[config.mk]
export PLATFORM = sky130hd
export DESIGN_NAME = signal_buffer_sequencer
export DESIGN_NICKNAME = d
export VERILOG_FILES = /design/src/rtl/signal_buffer_sequencer.sv
export SDC_FILE = /design/constraint.sdc
export NUM_CORES = 1
export LEC_CHECK = 0
export ABC_AREA = 1
export CORE_UTILIZATION = 25
export DETAILED_ROUTE_END_ITERATION = 6
export GPL_ROUTABILITY_DRIVEN = 0
export GPL_TIMING_DRIVEN = 0
export PLACE_DENSITY = 0.5
export SETUP_SLACK_MARGIN = 0.3
export SLEW_MARGIN = 20
export SYNTH_ARGS = -nofsm -noshare
export SYNTH_HDL_FRONTEND = slang
export SYNTH_SLANG_ARGS = --single-unit
export TNS_END_PERCENT = 50
[constraint.sdc]
create_clock -name clk -period 3.1 [get_ports clk]
set_clock_uncertainty 0.1 [all_clocks]
set_input_delay 0.31 -clock clk [delete_from_list [all_inputs] [get_ports clk]]
set_output_delay 0.31 -clock clk [all_outputs]
set_load 0.03 [all_outputs]
[src/rtl/signal_buffer_sequencer.sv]
// ============================================================================
// Module  : signal_buffer_sequencer
// Purpose : Streams sample blocks into (capture) or out of (playback) port 2
//           of the 8192x16 dual-port signal buffer over a circular window.
// Revision: 1.0
// ============================================================================
`default_nettype none

module signal_buffer_sequencer #(
    parameter int ADDR_W = 13,
    parameter int DATA_W = 16
) (
    input  logic              clk,
    input  logic              reset,
    input  logic              start,
    input  logic              abort,
    input  logic              mode,
    input  logic [ADDR_W-1:0] base,
    input  logic [ADDR_W:0]   length,
    output logic              busy,
    output logic              done,
    output logic [ADDR_W:0]   count,
    input  logic [DATA_W-1:0] snk_data,
    input  logic              snk_valid,
    output logic              snk_ready,
    output logic [DATA_W-1:0] src_data,
    output logic              src_valid,
    input  logic              src_ready,
    output logic [ADDR_W-1:0] address2,
    output logic              chipselect2,
    output logic              write2,
    output logic [DATA_W-1:0] writedata2,
    output logic [1:0]        byteenable2,
    input  logic [DATA_W-1:0] readdata2
);

    localparam int LEN_W = ADDR_W + 1;
    localparam logic [LEN_W-1:0] c_MAX_LEN = {1'b1, {ADDR_W{1'b0}}};
    localparam logic [LEN_W-1:0] c_ONE     = {{ADDR_W{1'b0}}, 1'b1};

    localparam logic [1:0] c_IDLE = 2'd0;
    localparam logic [1:0] c_CAPT = 2'd1;
    localparam logic [1:0] c_PLAY = 2'd2;
    localparam logic [1:0] c_DONE = 2'd3;

    logic [1:0]        r_state;
    logic [1:0]        w_next_state;
    logic [ADDR_W-1:0] r_base;
    logic [LEN_W-1:0]  r_len;
    logic [LEN_W-1:0]  r_idx;
    logic [LEN_W-1:0]  r_count;
    logic [LEN_W-1:0]  w_len_clamped;
    logic [ADDR_W-1:0] w_addr;

    logic [DATA_W-1:0] r_skid0;
    logic [DATA_W-1:0] r_skid1;
    logic              r_wr_ptr;
    logic              r_rd_ptr;
    logic [1:0]        r_occ;
    logic              r_inflight;

    logic              w_start_ok;
    logic              w_snk_hs;
    logic              w_pop;
    logic              w_push;
    logic              w_issue;
    logic              w_abort_now;
    logic [DATA_W-1:0] w_head;

    assign w_len_clamped = (length > c_MAX_LEN) ? c_MAX_LEN : length;
    // Address width truncation gives the modulo-8192 window wrap for free.
    assign w_addr        = r_base + r_idx[ADDR_W-1:0];
    assign w_start_ok    = (r_state == c_IDLE) && start && !abort;
    assign w_abort_now   = ((r_state == c_CAPT) || (r_state == c_PLAY)) && abort;
    assign w_snk_hs      = (r_state == c_CAPT) && snk_valid;
    assign w_pop         = (r_state == c_PLAY) && (r_occ != 2'd0) && src_ready;
    assign w_push        = (r_state == c_PLAY) && r_inflight;
    assign w_head        = r_rd_ptr ? r_skid1 : r_skid0;

    // Issue only if the returning word is guaranteed a free skid slot.
    assign w_issue = (r_state == c_PLAY) && (r_idx < r_len) &&
                     (({1'b0, r_occ} + {2'b0, r_inflight}) < (3'd2 + {2'b0, w_pop}));

    always_ff @(posedge clk or posedge reset) begin
        if (reset) begin
            r_state <= c_IDLE;
        end else begin
            r_state <= w_next_state;
        end
    end

    always_comb begin
        w_next_state = r_state;
        case (r_state)
            c_IDLE: begin
                if (w_start_ok) begin
                    if (w_len_clamped == '0) begin
                        w_next_state = c_DONE;
                    end else begin
                        w_next_state = mode ? c_PLAY : c_CAPT;
                    end
                end
            end
            c_CAPT: begin
                if (abort) begin
                    w_next_state = c_IDLE;
                end else if (w_snk_hs && ((r_count + c_ONE) == r_len)) begin
                    w_next_state = c_DONE;
                end
            end
            c_PLAY: begin
                if (abort) begin
                    w_next_state = c_IDLE;
                end else if (w_pop && ((r_count + c_ONE) == r_len)) begin
                    w_next_state = c_DONE;
                end
            end
            default: w_next_state = c_IDLE;
        endcase
    end

    always_comb begin
        busy        = 1'b0;
        done        = 1'b0;
        snk_ready   = 1'b0;
        src_valid   = 1'b0;
        src_data    = '0;
        chipselect2 = 1'b0;
        write2      = 1'b0;
        address2    = '0;
        writedata2  = '0;
        byteenable2 = 2'b11;
        count       = r_count;
        case (r_state)
            c_CAPT: begin
                busy      = 1'b1;
                snk_ready = 1'b1;
                if (w_snk_hs) begin
                    chipselect2 = 1'b1;
                    write2      = 1'b1;
                    address2    = w_addr;
                    writedata2  = snk_data;
                end
            end
            c_PLAY: begin
                busy      = 1'b1;
                src_valid = (r_occ != 2'd0);
                src_data  = (r_occ != 2'd0) ? w_head : '0;
                if (w_issue) begin
                    chipselect2 = 1'b1;
                    address2    = w_addr;
                end
            end
            c_DONE: begin
                done = 1'b1;
            end
            default: ;
        endcase
    end

    always_ff @(posedge clk or posedge reset) begin
        if (reset) begin
            r_base     <= '0;
            r_len      <= '0;
            r_idx      <= '0;
            r_count    <= '0;
            r_skid0    <= '0;
            r_skid1    <= '0;
            r_wr_ptr   <= 1'b0;
            r_rd_ptr   <= 1'b0;
            r_occ      <= 2'd0;
            r_inflight <= 1'b0;
        end else if (w_start_ok) begin
            r_base     <= base;
            r_len      <= w_len_clamped;
            r_idx      <= '0;
            r_count    <= '0;
            r_wr_ptr   <= 1'b0;
            r_rd_ptr   <= 1'b0;
            r_occ      <= 2'd0;
            r_inflight <= 1'b0;
        end else begin
            if (w_snk_hs || w_issue) begin
                r_idx <= r_idx + c_ONE;
            end
            if (w_snk_hs || w_pop) begin
                r_count <= r_count + c_ONE;
            end
            if (w_abort_now) begin
                // Flush; any word still returning from memory is dropped.
                r_wr_ptr   <= 1'b0;
                r_rd_ptr   <= 1'b0;
                r_occ      <= 2'd0;
                r_inflight <= 1'b0;
            end else begin
                r_inflight <= w_issue;
                if (w_push) begin
                    if (r_wr_ptr) begin
                        r_skid1 <= readdata2;
                    end else begin
                        r_skid0 <= readdata2;
                    end
                    r_wr_ptr <= ~r_wr_ptr;
                end
                if (w_pop) begin
                    r_rd_ptr <= ~r_rd_ptr;
                end
                r_occ <= r_occ + {1'b0, w_push} - {1'b0, w_pop};
            end
        end
    end

endmodule

`default_nettype wire

Yosys cells after proc, flatten, opt, wreduce, memory -nomap -nowiden. Cells that the tools add are included.

Equality and inequality tests: 7. Reduce and logical (&&, ||, !) cells: 26. Add/subtract/negate cells: 7. Bitwise logic cells: 4. Order comparisons: 3. Mux-type cells: 39.

Operators by type and width (count): $mux W16 (5); $mux W14 (5); $add A14 B1 Y14 const B (2); $mux W13 (2); $pmux W13 S2 (1); $mux W2 (9); $mux W1 (15); $eq A14 B14 Y1 (1); $gt A14 B14 Y1 const B (1); $logic_not A14 Y1 (1); $lt A14 B14 Y1 (1); $add A13 B13 Y13 (1); $logic_and A1 B1 Y1 (11); $reduce_and A4 Y1 (2); $ne A3 B2 Y1 const B (2); $pmux W2 S3 (1); $reduce_bool A2 Y1 (3); $reduce_bool A3 Y1 (2); $eq A2 B2 Y1 const B (2); $not A1 Y1 (4); $add A2 B1 Y3 (1); $add A2 B1 Y3 const A (1); $logic_or A1 B1 Y1 (3); $lt A3 B3 Y1 (1); other kinds (9) (9).

Logic and storage cells: 97. Input bits: 66. Output and inout bits: 67. Bits in registers: 94.

Longest topological paths before layout. Gate-level depths: netlist of the first run.

Word-level depth: 9. Depth in mapped cells: 16. Mapped depth without buffers: 16.

Least setup slack after synthesis of the first run. Ideal clock, no wire load.

Kind: flip-flop to output port. Start point: register r_state[0]. End point: output address2[11]. Arrival: 2.284 ns. Cell stages (with the launch flop): 15. Required time: 2.690 ns. Setup slack: 0.406 ns. Buffers on the path: 1. Cell sequence: dfrtp_1 inv_1 ha_1 o21ai_1 inv_2 nand2_2 or2_0 a21oi_1 nand4_1 nand2_1 buf_6 nand2_4 inv_2 nand2_1 nor2_1.

Word-level cells in the longest chain between the ends: 8. Elaborated cells between the ends (all ways): 12. Those cells by class: 1 x add/sub; 1 x order compare; 2 x eq/ne; 3 x mux; 5 x reduce/logical.

RTL lines: start: declaration (line 46) `logic [1:0] r_state;`; start signal: assignment (line 86) `r_state <= c_IDLE;`; start signal: assignment (line 88) `r_state <= w_next_state;`; $eq A2 B2 Y1 (line 76, 81, 134); $logic_and A1 B1 Y1 (2 in series) (line 76) `assign w_pop = (r_state == c_PLAY) && (r_occ != 2'd0) && src_ready;`; $add A2 B1 Y3 (line 82) `(({1'b0, r_occ} + {2'b0, r_inflight}) < (3'd2 + {2'b0, w_pop}));`; $lt A3 B3 Y1 (line 82); $logic_and A1 B1 Y1 (line 81) `assign w_issue = (r_state == c_PLAY) && (r_idx < r_len) &&`; $mux W13 (line 149) `if (w_issue) begin`; $pmux W13 S2 * (line 134) `case (r_state)`; end: declaration (line 29) `output logic [ADDR_W-1:0] address2,`.

Mark *: on every way between the ends. The rest lies on a longest branch, timed or not.

Worst setup path after layout of the first run.
Start point: register r_state[0]. End point: register r_inflight.

Word-level cells in the longest chain between the ends: 8. Elaborated cells between the ends (all ways): 15. Those cells by class: 1 x add/sub; 1 x order compare; 2 x eq/ne; 2 x mux; 9 x reduce/logical.

RTL lines: $eq A2 B2 Y1 (line 74, 76, 81); $logic_and A1 B1 Y1 (2 in series) (line 76); $add A2 B1 Y3 (line 82); $lt A3 B3 Y1 (line 82); $logic_and A1 B1 Y1 (line 81); $mux W1 (line 189) `if (w_abort_now) begin`; $mux W1 * (line 173) `end else if (w_start_ok) begin`; end signal: assignment (line 196) `r_inflight <= w_issue;`; end: declaration (line 60) `logic r_inflight;`.

Marked as above. A chain may end at the register's enable or synchronous reset.

==> results of run 1 <==
## cells in the mapped netlist, drive strengths merged
cell type	count
nand2	259
inv	125
dfrtp	94
nor2	75
nand3	70
o21ai	70
ha	35
a21oi	23
clkbuf	18
nand4	17
xor2	12
o22ai	9
buf	8
o31ai	7
nor3	6
xnor2	6
a31oi	3
a21o	2
clkinv	2
nor3b	2
a21boi	1
conb	1
fa	1
nor4	1
o2111ai	1
o211ai	1
or2	1
## report_power, final
part / internal, mW / switching, mW / total, mW
logic: 1.61 / 2.36 / 3.97
clock network: 0.625 / 0.484 / 1.11
registers: 1.73 / 0.387 / 2.12
## worst max-delay path, stage by stage, from the launching register on
cell	delay, ns
sky130_fd_sc_hd__dfrtp_1	0.42
sky130_fd_sc_hd__inv_2	0.10
sky130_fd_sc_hd__ha_4	0.14
sky130_fd_sc_hd__o21ai_2	0.05
sky130_fd_sc_hd__inv_2	0.08
sky130_fd_sc_hd__nand2_4	0.05
sky130_fd_sc_hd__or2_0	0.21
sky130_fd_sc_hd__a21oi_1	0.16
sky130_fd_sc_hd__nand4_1	0.14
sky130_fd_sc_hd__buf_4	0.16
sky130_fd_sc_hd__buf_4	0.12
sky130_fd_sc_hd__buf_4	0.12
sky130_fd_sc_hd__buf_4	0.12
sky130_fd_sc_hd__buf_4	0.12
sky130_fd_sc_hd__buf_4	0.12
sky130_fd_sc_hd__buf_4	0.12
sky130_fd_sc_hd__buf_4	0.12
sky130_fd_sc_hd__buf_4	0.12
sky130_fd_sc_hd__buf_4	0.12
sky130_fd_sc_hd__buf_4	0.12
sky130_fd_sc_hd__nor2_2	0.06
## timing repair
item                       in CTS  in global routing
gates resized for setup       152                 28
pin swaps                      16                  9
setup endpoints to repair      42                 54
buffers inserted               27                  7
cloned                          1                  0
## sequential cells by signal, indices dropped and copies added, names as in the netlist
register and count:
r_inflight 1, r_skid0 16, r_len 14, r_occ 2, r_idx 14, r_rd_ptr 1, r_base 13, count 14
r_state 2, r_skid1 16, r_wr_ptr 1
## cell type report
class,count,area [um^2]
fill,2486,14800
multi-input combinational,604,3290
sequential,94,2360
timing repair buffer,168,1660
inverter,127,488
tap,319,399
clock buffer,12,236
buffer,26,148
clock inverter,4,47.5
## final timing paths
kind	startpoint	endpoint	slack (ns)
setup / recovery	r_state[0]$_DFFE_PP0P_	r_inflight$_DFF_PP0_	0.16
hold / removal	reset	count[5]$_DFFE_PP0P_	0.25
setup reg to reg	r_state[0]$_DFFE_PP0P_	r_inflight$_DFF_PP0_	0.16
hold reg to reg	r_skid0[12]$_DFFE_PP0P_	r_skid0[12]$_DFFE_PP0P_	0.38
max in group asynchronous	reset	r_base[11]$_DFFE_PP0P_	1.95
min in group clk	r_skid0[12]$_DFFE_PP0P_	r_skid0[12]$_DFFE_PP0P_	0.38
## layer usage
layer	up-vias	track usage, %	share of wire [%]
li1	3071	-	-
met1	2701	21.4	48
met2	139	24.7	45
met3	21	2.62	4.6
met4	0	5.37	2.0
met5	-	0	0
## logic make-up (layout without fill, tap and decap cells)
family / Yosys count / in the layout / share of synthesized area (%)
other cells: 1 / 2 / 0.0625
compound gates: 117 / 117 / 10.5
buf+inv: 153 / 337 / 10.2
fa+ha+maj: 36 / 36 / 7.63
simple gates: 431 / 431 / 29.8
flops: 94 / 94 / 39.2
xor+xnor: 18 / 18 / 2.63
## metrics by stage
stage	setup TNS [ns]	power, mW	setup WS (ns)	util, %	hold slack (ns)
after floorplan	0	4.35	0.406	-	0.320
after global placement	-4.13	5.48	-0.361	32.8	0.366
after detailed placement	-4.09	5.51	-0.361	33.1	0.373
after CTS	0	7.15	0.166	36.2	0.262
after global routing	0	7.85	0.0410	36.8	0.277
final	0	7.19	0.160	36.8	0.253
==> flow_summary.ini, run 1 <==
[status]
run_status = completed

[floorplanning]
dieHeight_um = 157
rows = 56
start_util_pct = 25.6
design.die.area_mm2 = 0.0246
top_level_ports = 133
floorplan_core_area_mm2 = 0.0235
die_w_um = 157

[placed_design]
place_area_mm2 = 0.00777
place_hpwl_um = 13700
dpl.cell_count = 1303
port-buffer-count = 130

[hold_path]
hold_path_class = input pin to asynchronous set/reset pin

[clocking]
cts_buffer_depth = 2
clk_latency_ns = 0.34
clock_sinks = 94
tritoncts_clock_tree = built
ctsHtreeMaxLevel = 3
clock_root_buffer = sky130_fd_sc_hd__clkbuf_16
cts_buffers = 9
clkSlewWorstSetupHoldPaths_ns = 0.07
postCtsHoldBufs = 0

[detailed_routing]
drt-wirelength-per-cell_um = 13.3
detailed_route_via_count = 5932
drt-vias-per-instance = 4.38
drt_pre_antenna_iters = 5
drc_errors = 0
drt-total-wl_um = 18000
antenna_violating_nets_post_route = 0
drt-initial-drc-count = 271

[setup_path]
timing.critical_path.to_type = flop
cp_data_required_time_ns = 3.27
critical_path.max_fanout = 3
r2r.worst_path.cells = 20
timing_worst_setup_path_type = flop to flop
crit_arrival_ns = 3.11
setup.worst_path.start_class = flop

[finish]
num-nets-final = 1132
antenna-diode-count = 0
flow.area_growth_from_synthesis_pct = 43.9
commonest_cells_after_routing_fill_and_taps_aside = sky130_fd_sc_hd__nand2_1 (254), sky130_fd_sc_hd__inv_1 (114), sky130_fd_sc_hd__clkdlybuf4s50_1 (107)
layout-drive-gt1-share_pct = 12.9
final_cell_area_mm2 = 0.00864
stdcell_count = 1354
layout.cells.most_common = sky130_fd_sc_hd__nand2_1

[timing]
max_freq_mhz = 340
report.final.hold_viol_count = 0
final_max_tran_viols = 0
setup_viol = 0
period_minus_slack_ns = 2.94
max_slew_margin_pct = 60.2
worst_pin_slew_ns = 0.595
final_period_util_pct = 94.8
setup_repair_after_global_routing_missed_its_margin = true

[synthesis]
netlist.top_cell.by_area = sky130_fd_sc_hd__dfrtp_1
synthTopCellsByArea = sky130_fd_sc_hd__dfrtp_1 (39%), sky130_fd_sc_hd__nand2_1 (16%), sky130_fd_sc_hd__inv_1 (7.7%), sky130_fd_sc_hd__ha_1 (7.3%), sky130_fd_sc_hd__nand3_1 (5.8%)
share_of_the_synthesized_area_in_the_top_cell_type_pct = 39.2
yosysWarnings = 0
synth_cell_type_count = 36
synth.yosys.seq_area_share_pct = 39.2
mappedNetlistArea_mm2 = 0.00600
ys_ff_latch = 94
synthesized_netlist_cell_count = 850
synth_area_per_cell_um2 = 7.06

[grt]
grt_pass1_vias = 5889
grt_max_degree = 32
grt_first_pass_wirelength_um = 29800
globalRouteOverflowTotal = 0
grt_util_all_layers_pct = 15.6
antenna_violations_before_repair = 0

[power]
power.static_leakage_nw = 4.31
cellPowerDensity_mw_per_mm2 = 833
power.ir.vdd_worst_mv = 0.300

[flow_run]
cap_violations = 0
Power figures use the tool's default switching activity.
==> run 2: changes to the inputs <==
- PLACE_DENSITY: 0.5 -> not set
==> run 2 against run 1 <==
Against the previous run: sequential cell count unchanged; global-route usage decreased by 0.49 points; critical path depth decreased by 6; via count increased by 2.3%; register-to-register slack improved by 0.20 ns; critical path type is now flop to output pin; critical endpoint is now address2[2]; largest power group unchanged.
==> flow_summary.ini, run 2 (synthesis gave the netlist of run 1 again) <==
[status]
run_status = completed

[setup_path]
rr_startpoint = r_idx[4]$_DFFE_PP0P_
crit_arrival_ns = 2.45
crit_path_start = r_state[0]$_DFFE_PP0P_
r2r.worst_path.cells = 20
reg2reg_setup_slack_ns = 0.36
critical_path.max_fanout = 10
setup.worst_path.start_class = flop
cp_data_required_time_ns = 2.69
cp_delay_by_family_top = simple AND/OR/NAND/NOR gates
crit_path_max_incr_delay_ns = 0.43
critical_path.reg2reg.endpoint = r_idx[4]$_DFFE_PP0P_
timing_worst_setup_path_type = flop to output pin
timing.critical_path.to_type = output pin
cp_slowest_cell = sky130_fd_sc_hd__dfrtp_1
crit_path_cell_trace = inv_2 -> ha_4 -> o21ai_2 -> inv_2 -> nand2_4 -> or2_0 -> a21oi_1 -> nand4_1 -> nand2_1 -> buf_6 -> nand2_4 -> buf_12 -> nor3b_4 -> buf_6
worst-path-buf-inv = 5

[floorplanning]
die_w_um = 157
design.die.area_mm2 = 0.0246
start_util_pct = 25.6
top_level_ports = 133
dieHeight_um = 157
rows = 56
floorplan_core_area_mm2 = 0.0235

[grt]
grt_first_pass_wirelength_um = 29000
grt_max_degree = 31
antenna_violations_before_repair = 0
globalRouteOverflowTotal = 0
grt_pass1_vias = 5905
grt_util_all_layers_pct = 15.1

[finish]
commonest_cells_after_routing_fill_and_taps_aside = sky130_fd_sc_hd__nand2_1 (254), sky130_fd_sc_hd__inv_1 (117), sky130_fd_sc_hd__clkdlybuf4s50_1 (107)
antenna-diode-count = 0
multiInputGateArea_mm2 = 0.00324
utilization_pct = 36.8
flow.area_growth_from_synthesis_pct = 44.0
seq_area_mm2 = 0.00236
filler_cell_count = 2465
num-nets-final = 1133
layout-drive-gt1-share_pct = 12.3
layout.cells.most_common = sky130_fd_sc_hd__nand2_1
biggest_regs = r_skid0: 16 flops, r_skid1: 16 flops

[placed_design]
place_hpwl_um = 13400
port-buffer-count = 130
placement.setup.worst_slack_ns = -0.282

[timing]
max_slew_margin_pct = 63.0
worst_pin_slew_ns = 0.555
final_max_tran_viols = 0
setup_repair_after_global_routing_missed_its_margin = true
final_period_util_pct = 92.4
setup_slack_ns = 0.237
period_minus_slack_ns = 2.86
report.final.hold_viol_count = 0
setup_viol = 0
max_freq_mhz = 349
timing.setup.tns_ns = 0

[clocking]
cts_buffer_depth = 2
cts_buffers = 9
tritoncts_clock_tree = built
clkSlewWorstSetupHoldPaths_ns = 0.07
clk_latency_ns = 0.35
ctsHtreeMaxLevel = 3
clock_root_buffer = sky130_fd_sc_hd__clkbuf_16
clock_sinks = 94

[power]
total_switching_power_mw = 3.14
cellInternalPower_mw = 3.89
switching_portion_of_total_power_pct = 44.7
power.static_leakage_nw = 4.32
power.ir.vdd_worst_mv = 0.364
comb_power_share_pct = 53.1
cellPowerDensity_mw_per_mm2 = 814
share_of_total_power_in_sequential_cells_pct = 30.4
p_clk_share_pct = 16.5

[detailed_routing]
drt-wirelength-per-cell_um = 13.2
drt-total-wl_um = 17800
detailed_route_via_count = 6069
antenna_violating_nets_post_route = 0
drt_pre_antenna_iters = 5
drt-initial-drc-count = 413
drc_errors = 0
drt-vias-per-instance = 4.48

[flow_run]
cap_violations = 0

[hold_path]
hold_path_class = input pin to asynchronous set/reset pin
## run 2: cell count changes in the layout (fill, tap and decap cells not counted), sizes merged
| cell | change |
|---|---|
| clkbuf | +1 |
| clkdlybuf4s15 | +1 |
| clkinv | -1 |
## run 2: layout make-up
cell class / instances / area share, %
Clock inverter: 3 / 0.492
Timing Repair Buffer: 169 / 19.7
Sequential cell: 94 / 27.3
Multi-Input combinational cell: 604 / 37.5
Clock buffer: 13 / 3.01
Inverter: 127 / 5.65
Buffer: 26 / 1.69
Tap cell: 319 / 4.62
## run 2: power by group through the flow
stage	combinational, mW	sequential (mW)	clock, mW
floorplan	2.18	2.17	0
global route	4.20	2.20	1.23
finish	3.74	2.13	1.16
global placement	3.30	2.11	0
CTS	3.65	2.14	1.19
detailed placement	3.36	2.13	0
## run 2: repair_timing
item | CTS | global route
pin swaps | 14 | 5
hold buffers | 0 | 0
gates resized for setup | 134 | 30
setup endpoints to repair | 35 | 47
endpoints found under the hold margin | 0 | 0
setup buffers | 29 | 7
## run 2: per-layer routing
metal / GRT usage [%] / wire [um] / up-vias / share of wire, %
li1: - / - / 3075 / -
met1: 19.8 / 8390 / 2777 / 47
met2: 24.8 / 8210 / 189 / 46
met3: 2.09 / 795 / 28 / 4.5
met4: 6.40 / 427 / 0 / 2.4
met5: 0 / 0 / - / 0
## run 2: through the flow
step	hold slack (ns)	area [um^2]	std cells	power, mW
6_report	0.189	8640	1355	7.03
3_5_place_dp	0.373	7770	1303	5.50
2_1_floorplan	0.320	6010	851	4.35
5_1_grt	0.230	8640	1355	7.64
3_3_place_gp	0.366	7710	1300	5.42
4_1_cts	0.201	8470	1348	6.97
## run 2: worst max path at each step
| stage | endpoint | cells after the start |
|---|---|---|
| 6_report | address2[2] | 14 |
| 5_1_grt | address2[2] | 14 |
| 4_1_cts | writedata2[5] | 6 |
| 3_5_place_dp | address2[2] | 14 |
| 3_3_place_gp | address2[3] | 15 |
| 2_1_floorplan | address2[11] | 14 |
## run 2: worst reg2reg max path: stages, from the launching register on
cell and delay [ns]:
sky130_fd_sc_hd__dfrtp_2 0.47, sky130_fd_sc_hd__buf_6 0.14, sky130_fd_sc_hd__buf_4 0.11, sky130_fd_sc_hd__buf_4 0.12
sky130_fd_sc_hd__buf_4 0.12, sky130_fd_sc_hd__buf_6 0.10, sky130_fd_sc_hd__buf_6 0.10, sky130_fd_sc_hd__buf_4 0.12
sky130_fd_sc_hd__buf_4 0.13, sky130_fd_sc_hd__buf_6 0.11, sky130_fd_sc_hd__buf_6 0.10, sky130_fd_sc_hd__buf_4 0.12
sky130_fd_sc_hd__buf_6 0.11, sky130_fd_sc_hd__buf_6 0.10, sky130_fd_sc_hd__buf_6 0.10, sky130_fd_sc_hd__buf_6 0.10
sky130_fd_sc_hd__buf_6 0.10, sky130_fd_sc_hd__buf_6 0.11, sky130_fd_sc_hd__nand3_2 0.05, sky130_fd_sc_hd__nand2_1 0.04
sky130_fd_sc_hd__nor2_1 0.11
